`config.mk`:
```
export PLATFORM = sky130hd
export DESIGN_NAME = bin2bcd_seq
export DESIGN_NICKNAME = d
export VERILOG_FILES = /design/src/rtl/bin2bcd_seq.sv
export SDC_FILE = /design/constraint.sdc
export NUM_CORES = 1
export LEC_CHECK = 0
export ABC_AREA = 1
export BUFFER_PORTS_ARGS = -buffer_cell sky130_fd_sc_hd__buf_2
export CAP_MARGIN = 30
export CORE_UTILIZATION = 46
export CTS_CLUSTER_SIZE = 40
export DETAILED_ROUTE_END_ITERATION = 12
export PLACE_DENSITY = 0.68
export SLEW_MARGIN = 20
export SYNTH_ARGS = -nofsm -noshare
export SYNTH_HDL_FRONTEND = slang
export SYNTH_SLANG_ARGS = --single-unit
```
`constraint.sdc`:
```
create_clock -name clk -period 1.8 [get_ports clk]
set_clock_uncertainty 0.2 [all_clocks]
set_input_delay 0.09 -clock clk [delete_from_list [all_inputs] [get_ports clk]]
set_output_delay 0.09 -clock clk [all_outputs]
set_load 0.02 [all_outputs]
```
`src/rtl/bin2bcd_seq.sv`:
```
// bin2bcd_seq: sequential double-dabble binary to 3-digit BCD converter (option macro LZ_BLANK_EN)
module bin2bcd_seq #(
    parameter int W = 8
) (
    input  logic         clk,
    input  logic         reset,
    input  logic         start,
    input  logic [W-1:0] bin,
    output logic         busy,
    output logic         done,
    output logic [3:0]   hundreds,
    output logic [3:0]   tens,
    output logic [3:0]   ones,
    output logic [2:0]   print,
    output logic         valid
);
    typedef enum logic [1:0] {IDLE, SHIFT, DONE} state_t;
    state_t        state;
    logic [W-1:0]  opnd;
    logic [11:0]   scratch;
    logic [3:0]    cnt;
    logic [11:0]   adj;
    logic [11+W:0] shifted;
    logic [11:0]   nscr;
    logic [2:0]    pr_next;
    // one double-dabble step: correct digits >= 5, then shift the combined register
    always_comb begin
        adj[3:0]   = scratch[3:0]   >= 4'd5 ? scratch[3:0]   + 4'd3 : scratch[3:0];
        adj[7:4]   = scratch[7:4]   >= 4'd5 ? scratch[7:4]   + 4'd3 : scratch[7:4];
        adj[11:8]  = scratch[11:8]  >= 4'd5 ? scratch[11:8]  + 4'd3 : scratch[11:8];
        shifted    = {adj, opnd} << 1;
        nscr       = shifted[11+W:W];
`ifdef LZ_BLANK_EN
        pr_next    = {nscr[11:8] != 4'd0, nscr[11:4] != 8'd0, 1'b1};
`else
        pr_next    = 3'b111;
`endif
    end
    // control FSM; the last shift loads the digits directly so done lands W+1 cycles after start
    always_ff @(posedge clk) begin
        if (reset) begin
            state    <= IDLE;
            opnd     <= '0;
            scratch  <= '0;
            cnt      <= '0;
            busy     <= 1'b0;
            done     <= 1'b0;
            valid    <= 1'b0;
            hundreds <= '0;
            tens     <= '0;
            ones     <= '0;
            print    <= '0;
        end else begin
            done <= 1'b0;
            case (state)
                IDLE: if (start) begin
                    opnd    <= bin;
                    scratch <= '0;
                    cnt     <= 4'(W);
                    busy    <= 1'b1;
                    state   <= SHIFT;
                end
                SHIFT: begin
                    opnd    <= shifted[W-1:0];
                    scratch <= nscr;
                    cnt     <= cnt - 4'd1;
                    if (cnt == 4'd1) begin
                        hundreds <= nscr[11:8];
                        tens     <= nscr[7:4];
                        ones     <= nscr[3:0];
                        print    <= pr_next;
                        done     <= 1'b1;
                        valid    <= 1'b1;
                        state    <= DONE;
                    end
                end
                default: begin
                    busy  <= 1'b0;
                    state <= IDLE;
                end
            endcase
        end
    end
endmodule

```
==> results of run 1 <==
metal layers:
layer / global-route usage / routed length [um]
met5: 0 / 0
met4: 0.0931 / 63
met3: 0.0634 / 170
met2: 0.351 / 1930
met1: 0.265 / 2000
final cells by class:
class | instances | area (um^2)
tap | 50 | 62.6
inverter | 23 | 86.3
fill | 382 | 1700
multi-input combinational | 182 | 913
timing repair buffer | 44 | 295
clock buffer | 6 | 82.6
sequential | 41 | 821
clock inverter | 2 | 37.5
report_power, final:
| group | switching [mW] | leakage (nW) | internal [mW] | total [mW] |
|---|---|---|---|---|
| clock network | 0.334 | 0.0574 | 0.451 | 0.785 |
| logic | 0.155 | 0.621 | 0.0986 | 0.253 |
| registers | 0.0228 | 0.333 | 0.947 | 0.969 |
worst max-delay path, delay by kind of cell (launching register included):
family / cells / cell delay, ns
compound gates: 1 / 0.13
fa+ha+maj: 1 / 0.19
buf+inv: 2 / 0.17
flops: 1 / 0.39
simple gates: 4 / 0.40
worst max-delay path by stage:
stage                          to  slack, ns  depth (start not counted)
after floorplan           ones[1]       0.37                          8
after global placement    ones[1]       0.27                          8
after detailed placement  ones[2]       0.23                          8
after CTS                 ones[2]       0.21                          8
after global routing      tens[2]       0.07                          7
final                     ones[2]       0.22                          8
registers in the layout, indices dropped and copies added (netlist names), 2 cells and up:
register and flops:
cnt 4, state 2, ones 4, scratch 12, hundreds 4, opnd 8
tens 4
cell families after synthesis:
group / after synthesis / share of synthesized area
and+or+nand+nor: 123 / 0.275
AOI/OAI and AO/OA: 51 / 0.150
DFF: 41 / 0.429
buffers and inverters: 36 / 0.0935
adders and majority gates: 8 / 0.0523
cells in the final DEF, fill, tap and decap left out:
master / instances
ha_1: 8
nor3_1: 1
dfxtp_1: 41
clkinvlp_4: 1
o21a_1: 1
nor2_4: 3
clkbuf_8: 6
a21oi_1: 23
dlygate4sd3_1: 9
a31oi_1: 6
nand2_1: 71
nand3_1: 16
nor2_1: 24
or2_2: 1
a21oi_2: 6
buf_2: 28
buf_12: 1
nand4_1: 6
inv_1: 20
buf_4: 6
inv_2: 3
o21ai_0: 10
bufinv_16: 1
nor2_2: 1
o21ai_1: 5
repair_timing:
item                                   4_1_cts  5_1_grt
setup buffers                                0        0
endpoints found under the hold margin        9        0
hold buffers                                 9        0
==> reports/results.txt, run 1 <==
Slew @ Worst Pin - 0.367 ns
Clock buffer depth - 2
Post-synth cell types - 23
Rel. slew slack - 0.755
Cell Area, Synth - 0.00191 mm^2
Final hold violation count - 0
Number of flops mapped to enable cells by yosys - 0
Worst endpoint required time - 1.80 ns
Largest area contributor in the netlist - dfxtp_1
R2r worst-path depth - 8
Row Count - 23
Type of the worst setup path - reg -> reg
Max Cap Viol - 0
Syn avg cell area - 7.39 um^2
Pre-CTS WS - 0.229 ns
Post-cts gate resize count - 0
Final WS setup - 0.218 ns
WL per Instance - 11.9 um
Number of remaining DRC errors - 0
# diodes - 0
Placed cell area - 0.00209 mm^2
Crit share post-route - 0.879
Initial antenna violation count - 0
Die Wd - 66.5 um
Hold EP - opnd[7]
Ports - 29
Layout cells sized above 1 - 0.191
WP data arrival - 1.58 ns
YS warnings - 0
RSZ-0062 raised after global routing - false
First-pass GRT wire length - 7020 um
Top cells by area, synth - dfxtp_1, nand2_1, a21oi_1, ha_1, nor2_1
Hold Crit Class - in -> reg
Cell with the most instances after synthesis - nand2_1
Clock Sinks - 41
Crit-path max FO - 5
Setup TNS - 0 ns
#FFs+latches synth - 41
CP Launch Type - flop
Root buf cell - clkbuf_8
Cells along the critical path - inv_1 -> ha_1 -> inv_1 -> nand2_1 -> nand3_1 -> nand2_1 -> a21oi_2 -> nor2_1
Synth top area share - 0.429
Number of global-route vias before repair - 1,620
Post-synth top cells - nand2_1, dfxtp_1, nor2_1, a21oi_1, inv_1
PwrDens - 874 mW/mm^2
Worst vdd ir - 0.000401 V
Crit. Startpoint - scratch[0]
Post-detail-place hpwl - 2670 um
Crit path time final - 1.58 ns
Hold_sp - reset
Drt pass-1 iters - 4
Vias - 1,743
Mapped Cells - 259
FFs w/ async S/R, synth - 0
Sequential-to-total area share from yosys stat - 0.429
Area growth syn-to-layout - 20.1%
Vias per cell - 5.01
Worst Hold Depth - 4
Setup slack, reg-to-reg - 0.22 ns
Post-Route WL - 4160 um
Leakage - 1.01 nW
Final Slew Violations - 0
Max Clk Rate - 632 MHz
GRT Total Usage - 0.217
Post-layout power - 2.01 mW
Outcome - completed
CTS Buf Count - 5
Fin cells - 348
Die area - 0.00442 mm^2
Gpl congestion - 0.856
Syn_nets - 278
CTS H-tree lvls - 2
Die height - 66.5 um
Port Buffers - 28
Top FF cell, synth - dfxtp_1
Worst-Skew Late Latency - 0.31 ns
Worst Setup End Kind - flop
Design Area, Final - 0.00230 mm^2
Grt ovf - 0
Initial Util - 0.478
Fin Hold WS - 0.0389 ns
Critical path's largest stage delay - 0.39 ns
Final ANT Viol Nets - 0
Endpoints failing setup - 0
Core area - 0.00400 mm^2
Initial DRC count - 137
Slowest-stage cell, CP - dfxtp_1
RR Endpoint - ones[2]
Util after Layout - 0.575
Worst-path clk slew - 0.08 ns
Reg-to-Reg Start - scratch[0]
CTS tree - built
Largest net degree at the start of global routing - 29
Placed cells - 331
Nets - 316
Note: power is estimated with default switching activity, not from simulation.
==> run 2: changes to the inputs <==
--- a/config.mk
+++ b/config.mk
@@ -8,10 +8,10 @@
 export ABC_AREA = 1
 export BUFFER_PORTS_ARGS = -buffer_cell sky130_fd_sc_hd__buf_2
 export CAP_MARGIN = 30
-export CORE_UTILIZATION = 46
+export CORE_UTILIZATION = 56
 export CTS_CLUSTER_SIZE = 40
 export DETAILED_ROUTE_END_ITERATION = 12
-export PLACE_DENSITY = 0.68
+export PLACE_DENSITY = 0.8
 export SLEW_MARGIN = 20
 export SYNTH_ARGS = -nofsm -noshare
 export SYNTH_HDL_FRONTEND = slang
==> run 2 against run 1 <==
Net effect: hold slack worse by 0.025 ns; cell area down 2.6%; critical path type unchanged; combinational power fell by 2%.
==> reports/results.txt, run 2 (synthesis gave the netlist of run 1 again) <==
Vias - 1,743 (unchanged)
Final hold violation count - 0 (unchanged)
Crit share post-route - 0.896 (+0.0169)
Ports - 29 (unchanged)
Clock Sinks - 41 (unchanged)
PwrDens - 801 mW/mm^2 (-8.4%)
Largest net degree at the start of global routing - 29 (unchanged)
Pre-CTS WS - 0.173 ns (-0.0568 ns)
Grt ovf - 0 (unchanged)
Max Cap Viol - 0 (unchanged)
Rel. slew slack - 0.724 (-0.0305)
Crit-path max FO - 5 (unchanged)
Die Wd - 60.5 um (-9.1%)
WL met1 - 1980 um (-0.65%)
RSZ-0062 raised after global routing - false
Clk network pwr share - 0.320 (-0.071)
Area growth syn-to-layout - 17.0%
Post-layout power - 1.79 mW (-11%)
WL met2 - 1900 um (-1.2%)
CP Launch Type - flop
Vias per cell - 5.10 (+1.8%)
Worst Setup End Kind - flop
Nets - 317 (+0.32%)
Most frequent cells in the layout - nand2_1, dfxtp_1, buf_2
Fin cells - 342 (-1.7%)
Comb pwr share - 0.138 (+0.012)
Max Clk Rate - 620 MHz (-1.9%)
Post-Route WL - 4100 um (-1.3%)
Filler cells - 267 (-30%)
Root buf cell - clkbuf_4
Final Slew Violations - 0 (unchanged)
CTS Buf Count - 5 (unchanged)
Core area - 0.00315 mm^2 (-21%)
Outcome - completed
Worst-path clk slew - 0.11 ns (+0.03 ns)
Setup TNS - 0 ns (unchanged)
Crit path time final - 1.61 ns (+0.0305 ns)
Endpoints failing setup - 0 (unchanged)
Number of global-route vias before repair - 1,549 (-4.4%)
Power Internal - 1.32 mW (-11%)
Die height - 60.5 um (-9.1%)
Row Count - 20 (-13%)
# diodes - 0 (unchanged)
Hold Crit Class - in -> reg
Initial DRC count - 90 (-34%)
Met3 routed WL - 155 um (-8.8%)
Drt pass-1 iters - 4 (unchanged)
Sw frac - 0.261 (+0.00612)
Worst-Skew Late Latency - 0.34 ns (+0.03 ns)
Number of remaining DRC errors - 0 (unchanged)
First-pass GRT wire length - 6750 um (-3.9%)
Most common cell after layout, fill and taps aside - nand2_1
Port Buffers - 28 (unchanged)
Register name with the most flops - scratch
Clock buffer depth - 2 (unchanged)
Final ANT Viol Nets - 0 (unchanged)
Gpl congestion - 0.851 (-0.58%)
CTS H-tree lvls - 2 (unchanged)
Sw Pwr - 468 uW (-8.6%)
Placed cell area - 0.00206 mm^2 (-1.3%)
Post-detail-place hpwl - 2700 um (+1.2%)
Slew @ Worst Pin - 0.413 ns (+0.0457 ns)
Worst endpoint required time - 1.83 ns (+0.03 ns)
Worst vdd ir - 0.000564 V (+41%)
Die area - 0.00365 mm^2 (-17%)
Type of the worst setup path - reg -> reg
WL per Instance - 12.0 um (+0.48%)
Largest regs - scratch (12), opnd (8)
GRT Total Usage - 0.246 (+0.0298)
Leakage - 0.996 nW (-1.6%)
Design Area, Final - 0.00224 mm^2 (-2.6%)
WP data arrival - 1.65 ns (+0.07 ns)
Seq pwr share - 0.542 (+0.059)
Layout cells sized above 1 - 0.191 (unchanged)
Initial antenna violation count - 0 (unchanged)
Max FFs per register - 12 (unchanged)
Top Metal Used - met4
Final WS setup - 0.187 ns (-0.0305 ns)
Placed cells - 324 (-2.1%)
CTS tree - built
Initial Util - 0.607 (+0.128)
run 2: cell count changes in the layout (fill, tap and decap cells not counted), sizes merged:
| cell | change |
|---|---|
| clkbuf | -1 |
| clkinvlp | -1 |
| buf | +1 |
| clkinv | +1 |
run 2: cell type report:
type                       count  area, um^2  area share
clock buffer                   5        37.5      0.0168
clock inverter                 2        35.0      0.0157
inverter                      23        86.3      0.0386
multi-input combinational    182         913       0.408
sequential                    41         821       0.367
tap                           44        55.1      0.0246
timing repair buffer          45         290       0.130
run 2: power by group through the flow:
stage	sequential [mW]	combinational, mW	clock [mW]
after floorplan	1.00	0.157	0
after global placement	0.990	0.223	0
after detailed placement	0.991	0.227	0
after CTS	0.971	0.242	0.580
after global routing	0.977	0.273	0.628
final	0.972	0.247	0.573
run 2: critical path, stage by stage, from the launching register on:
cell	delay, ns
dfxtp_1	0.41
inv_1	0.10
ha_1	0.20
inv_1	0.08
nand2_1	0.08
nand3_1	0.14
nand2_1	0.11
a21oi_2	0.14
nor2_1	0.05
run 2: repair_timing:
item / CTS / global route
buffers inserted: 0 / 2
hold buffers: 9 / 0
setup endpoints to repair: 0 / 2
gates resized for setup: 0 / 0
endpoints found under the hold margin: 10 / 0
run 2: worst paths after layout:
path	start	endpoint	slack [ns]	cells past startpoint
worst max register to register	scratch[4]	tens[2]	0.19	8
worst max-delay path	scratch[4]	tens[2]	0.19	8
worst min-delay path	reset	opnd[7]	0.01	4
worst min register to register	ones[3]	ones[3]	0.27	2
run 2: per-layer routing:
| metal | up-vias | track usage |
|---|---|---|
| li1 | 912 | - |
| met1 | 784 | 0.322 |
| met5 | - | 0 |
| met2 | 40 | 0.411 |
| met3 | 7 | 0.0469 |
| met4 | 0 | 0.0779 |
run 2: through the flow:
stage	util	hold slack (ns)
3_3_place_gp	0.654	0.149
5_1_grt	0.710	0.0127
6_report	0.710	0.0139
3_5_place_dp	0.654	0.162
4_1_cts	0.705	0.0110
2_1_floorplan	-	0.0386
